`config.mk`:
```
export PLATFORM = sky130hd
export DESIGN_NAME = router_data_reg
export DESIGN_NICKNAME = d
export VERILOG_FILES = /design/src/rtl/router_data_reg.sv
export SDC_FILE = /design/constraint.sdc
export NUM_CORES = 1
export LEC_CHECK = 0
export BUFFER_PORTS_ARGS = -buffer_cell sky130_fd_sc_hd__buf_2
export CAP_MARGIN = 20
export CORE_MARGIN = 2
export CORE_UTILIZATION = 35
export CTS_BUF_LIST = sky130_fd_sc_hd__clkbuf_4
export CTS_CLUSTER_SIZE = 12
export DETAILED_ROUTE_END_ITERATION = 7
export SETUP_SLACK_MARGIN = 0.4
export SLEW_MARGIN = 20
export SYNTH_ARGS = -nofsm -noshare
export SYNTH_HDL_FRONTEND = slang
export SYNTH_SLANG_ARGS = --single-unit
```
`constraint.sdc`:
```
create_clock -name clock -period 1.2 [get_ports clock]
set_clock_uncertainty 0.05 [all_clocks]
set_input_delay 0.18 -clock clock [delete_from_list [all_inputs] [get_ports clock]]
set_output_delay 0.18 -clock clock [all_outputs]
set_load 0.05 [all_outputs]
```
`src/rtl/router_data_reg.sv`:
```
// Router datapath register stage: header latch, FIFO write-data steering with a
// one-byte hold for FIFO-full stalls, and running XOR parity check per packet.
module router_data_reg #(
  parameter int         DATA_W   = 8,
  parameter logic [1:0] BAD_ADDR = 2'b11
) (
  input  logic              clock,
  input  logic              resetn,
  input  logic              pkt_valid,
  input  logic [DATA_W-1:0] data_in,
  input  logic              fifo_full,
  input  logic              detect_add,
  input  logic              lfd_state,
  input  logic              ld_state,
  input  logic              laf_state,
  input  logic              full_state,
  input  logic              rst_int_reg,
  output logic              parity_done,
  output logic              low_pkt_valid,
  output logic              err,
  output logic [DATA_W-1:0] dout
);

  logic [DATA_W-1:0] hdr_reg;
  logic [DATA_W-1:0] hold_reg;
  logic [DATA_W-1:0] int_par;
  logic [DATA_W-1:0] pkt_par;

  function automatic logic addr_ok(input logic [DATA_W-1:0] b);
    return b[1:0] != BAD_ADDR;
  endfunction

  always_ff @(posedge clock or negedge resetn) begin
    if (!resetn) begin
      hdr_reg       <= '0;
      hold_reg      <= '0;
      int_par       <= '0;
      pkt_par       <= '0;
      dout          <= '0;
      parity_done   <= 1'b0;
      low_pkt_valid <= 1'b0;
      err           <= 1'b0;
    end else if (detect_add) begin
      parity_done <= 1'b0;
      pkt_par     <= '0;
      if (pkt_valid && addr_ok(data_in)) begin
        hdr_reg <= data_in;
        int_par <= '0;
      end
    end else if (lfd_state) begin
      // err stays visible until the next packet's header is written out.
      dout    <= hdr_reg;
      int_par <= hdr_reg;
      err     <= 1'b0;
    end else if (ld_state) begin
      if (pkt_valid) begin
        int_par <= int_par ^ data_in;
        if (fifo_full)
          hold_reg <= data_in;
        else
          dout <= data_in;
      end else begin
        // pkt_valid low marks the trailing parity byte; it is not folded into int_par.
        pkt_par       <= data_in;
        low_pkt_valid <= 1'b1;
        if (fifo_full) begin
          hold_reg <= data_in;
        end else begin
          dout        <= data_in;
          parity_done <= 1'b1;
        end
      end
    end else if (laf_state) begin
      dout <= hold_reg;
      if (low_pkt_valid && !parity_done)
        parity_done <= 1'b1;
    end else if (full_state) begin
      // Source is stalled; every register holds.
    end else if (rst_int_reg) begin
      err           <= (int_par != pkt_par);
      low_pkt_valid <= 1'b0;
    end
  end

endmodule
```
# Word level (Yosys, flattened, before mapping)
# Cells that the tools add are included.
[totals]
mem_bits_ro = 0
latch_bits = 0
reg_bits = 43
elab_cells = 74
memories = 0
ram_bits = 0
inputBits = 18
[classes]
n_lt_le_gt_ge = 0
n_addsub = 0
shifts = 0
multipliers = 0
bitwise_logic = 3
mux = 30
div = 0
n_eq_ne = 14
reduce_logical = 19
[op_table]
columns = ["operator", "count"]
rows = [
  ["$mux W8", 13],
  ["$mux W1", 17],
  ["$ne A2 B2 Y1 const B", 8],
  ["$reduce_bool A3 Y1", 5],
  ["$reduce_and A5 Y1", 2],
  ["$ne A3 B3 Y1 const B", 3],
  ["$reduce_and A3 Y1", 3],
  ["$ne A8 B8 Y1", 1],
  ["$xor A8 B8 Y8", 1],
  ["$reduce_and A6 Y1", 1],
  ["$reduce_bool A2 Y1", 3],
  ["$ne A2 B1 Y1 const B", 2],
  ["$reduce_and A4 Y1", 1],
  ["$logic_and A1 B1 Y1", 2],
  ["$not A1 Y1", 2],
  ["$reduce_and A2 Y1", 1],
  ["$logic_not A1 Y1", 1],
]

# Depth between registers and ports, before layout
[depth]
ltp_word = 7
mapped_depth = 6
depth_no_buf = 4

# Least setup slack after synthesis
# OpenSTA, ideal clock, no wires.
[synth_path]
kind = "input-to-reg"
startpoint = "in ld_state"
endpoint = "reg dout[0]"
path_slack_ns = -0.133
setup_ns = 0.125
t_arrival_ns = 1.158
stages = 5
cell_sequence = "buf_2 > nand2_1 > o21ai_1 > a21oi_4 > mux2_2"
[synth_via]
elab_chain_len = 2
[synth_rtl]
columns = ["element", "line", "rtl"]
rows = [
  ["start, declared", "14", "input logic ld_state,"],
  ["$ne A3 B3 Y1 (no line) (tied with other cells)", "--", ""],
  ["$reduce_and A3 Y1 (no line) or $mux W8 (tied branches)", "--", ""],
  ["end signal, assigned", "52", "dout <= hdr_reg;"],
  ["end signal, assigned", "61", "dout <= data_in;"],
  ["end signal, assigned", "69", "dout <= data_in;"],
  ["end, declared", "21", "output logic [DATA_W-1:0] dout"],
]
# Several ways; a longest one is shown, not always the timed one.
# A chain may end at the register's enable or synchronous reset.

# Worst setup path in the final report
[layout_path]
startpoint = "reg low_pkt_valid"
endpoint = "out low_pkt_valid"
[layout_rtl]
columns = ["element", "line", "rtl"]
rows = [
  ["start, declared", "19", "output logic low_pkt_valid,"],
  ["start signal, assigned", "41", "low_pkt_valid <= 1'b0;"],
  ["start signal, assigned", "65", "low_pkt_valid <= 1'b1;"],
  ["start signal, assigned", "81", "low_pkt_valid <= 1'b0;"],
]
# No word-level cell between the ends.

==> results_dict.tcl <==
set metrics [dict create \
    swShare_pct 31.8 \
    finalMaxSlewViolations 0 \
    first_global_vias 1806 \
    drcViolationCount 0 \
    diodes 0 \
    clockRootBuffer "clkbuf_4" \
    path_buf_inv 1 \
    drt-pass1-iter-count 4 \
    synth-edff-count 0 \
    critical_path_arrival_ns 0.95 \
    finalNonFillerCells 346 \
    die_h_um 82.1 \
    p_seq_share_pct 42.7 \
    overflow 0 \
    yosys.area.top_type_share_pct 50.4 \
    status "complete, no violations" \
    comb_power_share_pct 36.2 \
    topRoutingLayerUsed "met4" \
    row_count 28 \
    ys_ff_latch 43 \
    drt-total-wl_um 5370 \
    synth-main-ff-cell "dfrtp_1" \
    synth_nets 209 \
    endpoint_kind "primary output" \
    coreArea_mm2 0.00592 \
    final_hold_viol_count 0 \
    htree_levels 2 \
    min_path_type "primary input to register" \
    cts_made_buffers 5 \
    syn-instance-count 191 \
    port_buffers 28 \
    grt_pass1_wl_um 8940 \
    cellPowerDensity_mw_per_mm2 1340 \
    hpwl_um 3820 \
    postLayoutCoreUtil_pct 54.7 \
    synth_area_leaders "dfrtp_1 (50%), mux2_2 (12%), mux2i_1 (7.5%)" \
    cts_tree "done" \
    cp_top_family "flip-flops" \
    clockBufferDepth 2 \
    syn2layout_area_growth_pct 51.7 \
    slew-limit-headroom_pct 76.5 \
    drive_gt1_share_pct 51.7 \
    crit_path_start_kind "register" \
    start_util_pct 36.1 \
    slowest_stage "dfrtp_2" \
    grt_max_degree 44 \
    final.period_utilization_pct 98.7 \
    rsz0062_at_grt "yes" \
    io_pins 29 \
    drt_iter0_drc 112 \
    peakVddDrop_uv 668 \
    p_sw_w 0.00138 \
    syn_avg_cell_area_um2 11.2 \
    clock_power_share_pct 21.1 \
    required_ns 0.97 \
    fp.dieW_um 82.1 \
    finalSetupViolations 0 \
    cp_max_fo 2 \
    max_freq_mhz 844 \
    cap_viol_max_count 0 \
    clk_latency_ns 0.36 \
    path_class "register to primary output" \
    route.met2.wl_um 2460 \
    wl_per_cell_um 15.5 \
    synth_common_cells "dfrtp_1 (43), nor2_1 (29), mux2_2 (22), mux2i_1 (16), a21oi_1 (9)" \
    synth_area_mm2 0.00214 \
    ys_seq_area_share_pct 50.4 \
    p_leak_nw 1.52 \
    clk_transition_reported_paths_ns 0.13 \
    place_inst 322 \
    p_int_w 0.00296 \
    synth_cell_type_count 34 \
    synthArstFlopShare_pct 100 \
    yosysWarnings 0 \
    synth.most_common_cell "dfrtp_1" \
    path_cells "buf_6" \
    met3_length_um 175 \
    tightest_slew_ns 0.352 \
    vias 1710 \
    ant_nets 0 \
    antenna_found_initial 0 \
    finalNetCount 288 \
    gp_congestion 0.776 \
    dieArea_mm2 0.00674 \
    max_stage_delay_ns 0.44 \
    wl_met1_um 2640 \
    viasPerCell 4.94 \
    yosys.area.top_type "dfrtp_1" \
    min_period_ns 1.18 \
    grt_usage_pct 17.8 \
    cts_num_sinks 43 \
]
[placed cells by master (no fill, tap or decap), types with 7 or more instances in the layout]
| cell | synthesis | final |
|---|---|---|
| dfrtp_1 | 43 | 40 |
| buf_4 | 2 | 34 |
| buf_6 | 1 | 31 |
| nor2_1 | 29 | 26 |
| mux2_4 | 0 | 22 |
| mux2i_1 | 16 | 16 |
| buf_2 | 6 | 11 |
| a21oi_1 | 9 | 8 |
| xnor2_1 | 8 | 8 |
| inv_1 | 7 | 7 |
[layout make-up]
type | count | area (um2)
sequential | 43 | 1080
clock inverter | 3 | 38.8
multi-input combinational | 130 | 1200
timing repair buffer | 82 | 764
fill | 521 | 2680
inverter | 8 | 30.0
clock buffer | 5 | 37.5
tap | 75 | 93.8
[cells by family (layout without fill, tap and decap cells)]
| kind of cell | count (synthesis) | after routing | share of synthesized area, % |
|---|---|---|---|
| simple gates | 48 | 48 | 11.0 |
| flops | 43 | 43 | 50.4 |
| mux | 38 | 38 | 19.1 |
| compound gates | 30 | 30 | 9.61 |
| buf+inv | 18 | 98 | 4.22 |
| xor+xnor | 14 | 14 | 5.74 |
[power groups by stage]
stage | Sequential [W] | Clock, W | Combinational (W)
global route | 0.00189 | 0.00102 | 0.00169
global placement | 0.00186 | 0 | 0.00122
CTS | 0.00186 | 0.000956 | 0.00147
finish | 0.00186 | 0.000918 | 0.00157
detailed placement | 0.00186 | 0 | 0.00124
floorplan | 0.00207 | 0 | 0.000614
[stage by stage]
stage | setup WS, ns | total power, W | area (um2) | TNS, ns | hold slack [ns]
6_report | 0.0155 | 0.00435 | 3240 | 0 | 0.0879
5_1_grt | -0.0805 | 0.00460 | 3240 | -0.329 | 0.0668
4_1_cts | -0.00542 | 0.00429 | 3130 | -0.00616 | 0.0705
3_5_place_dp | -0.151 | 0.00311 | 2780 | -4.01 | 0.130
3_3_place_gp | -0.143 | 0.00308 | 2780 | -3.42 | 0.128
2_1_floorplan | -0.0259 | 0.00268 | 2320 | -0.258 | -0.166
[per-layer routing]
metal	global-route usage, %	vias up
met2	27.3	31
li1	-	824
met1	25.1	847
met3	3.80	8
met5	0	-
met4	6.00	0
[worst paths after layout]
kind	from	end	slack, ns	depth (start not counted)
max	low_pkt_valid	low_pkt_valid	0.02	1
min	full_state	err	0.09	4
max reg2reg	int_par[6]	err	0.04	4
min reg2reg	hold_reg[4]	hold_reg[4]	0.47	1
max in group asynchronous	resetn	dout[6]	0.61	3
min in group asynchronous	resetn	hdr_reg[1]	0.25	3
[what timing repair did]
action,CTS,global route
resized for setup,60,15
hold buffers,1,0
endpoints found under the setup margin,51,52
endpoints found under the hold margin,43,0
buffers inserted,8,7
pin swaps,21,21
Power figures use the tool's default switching activity.
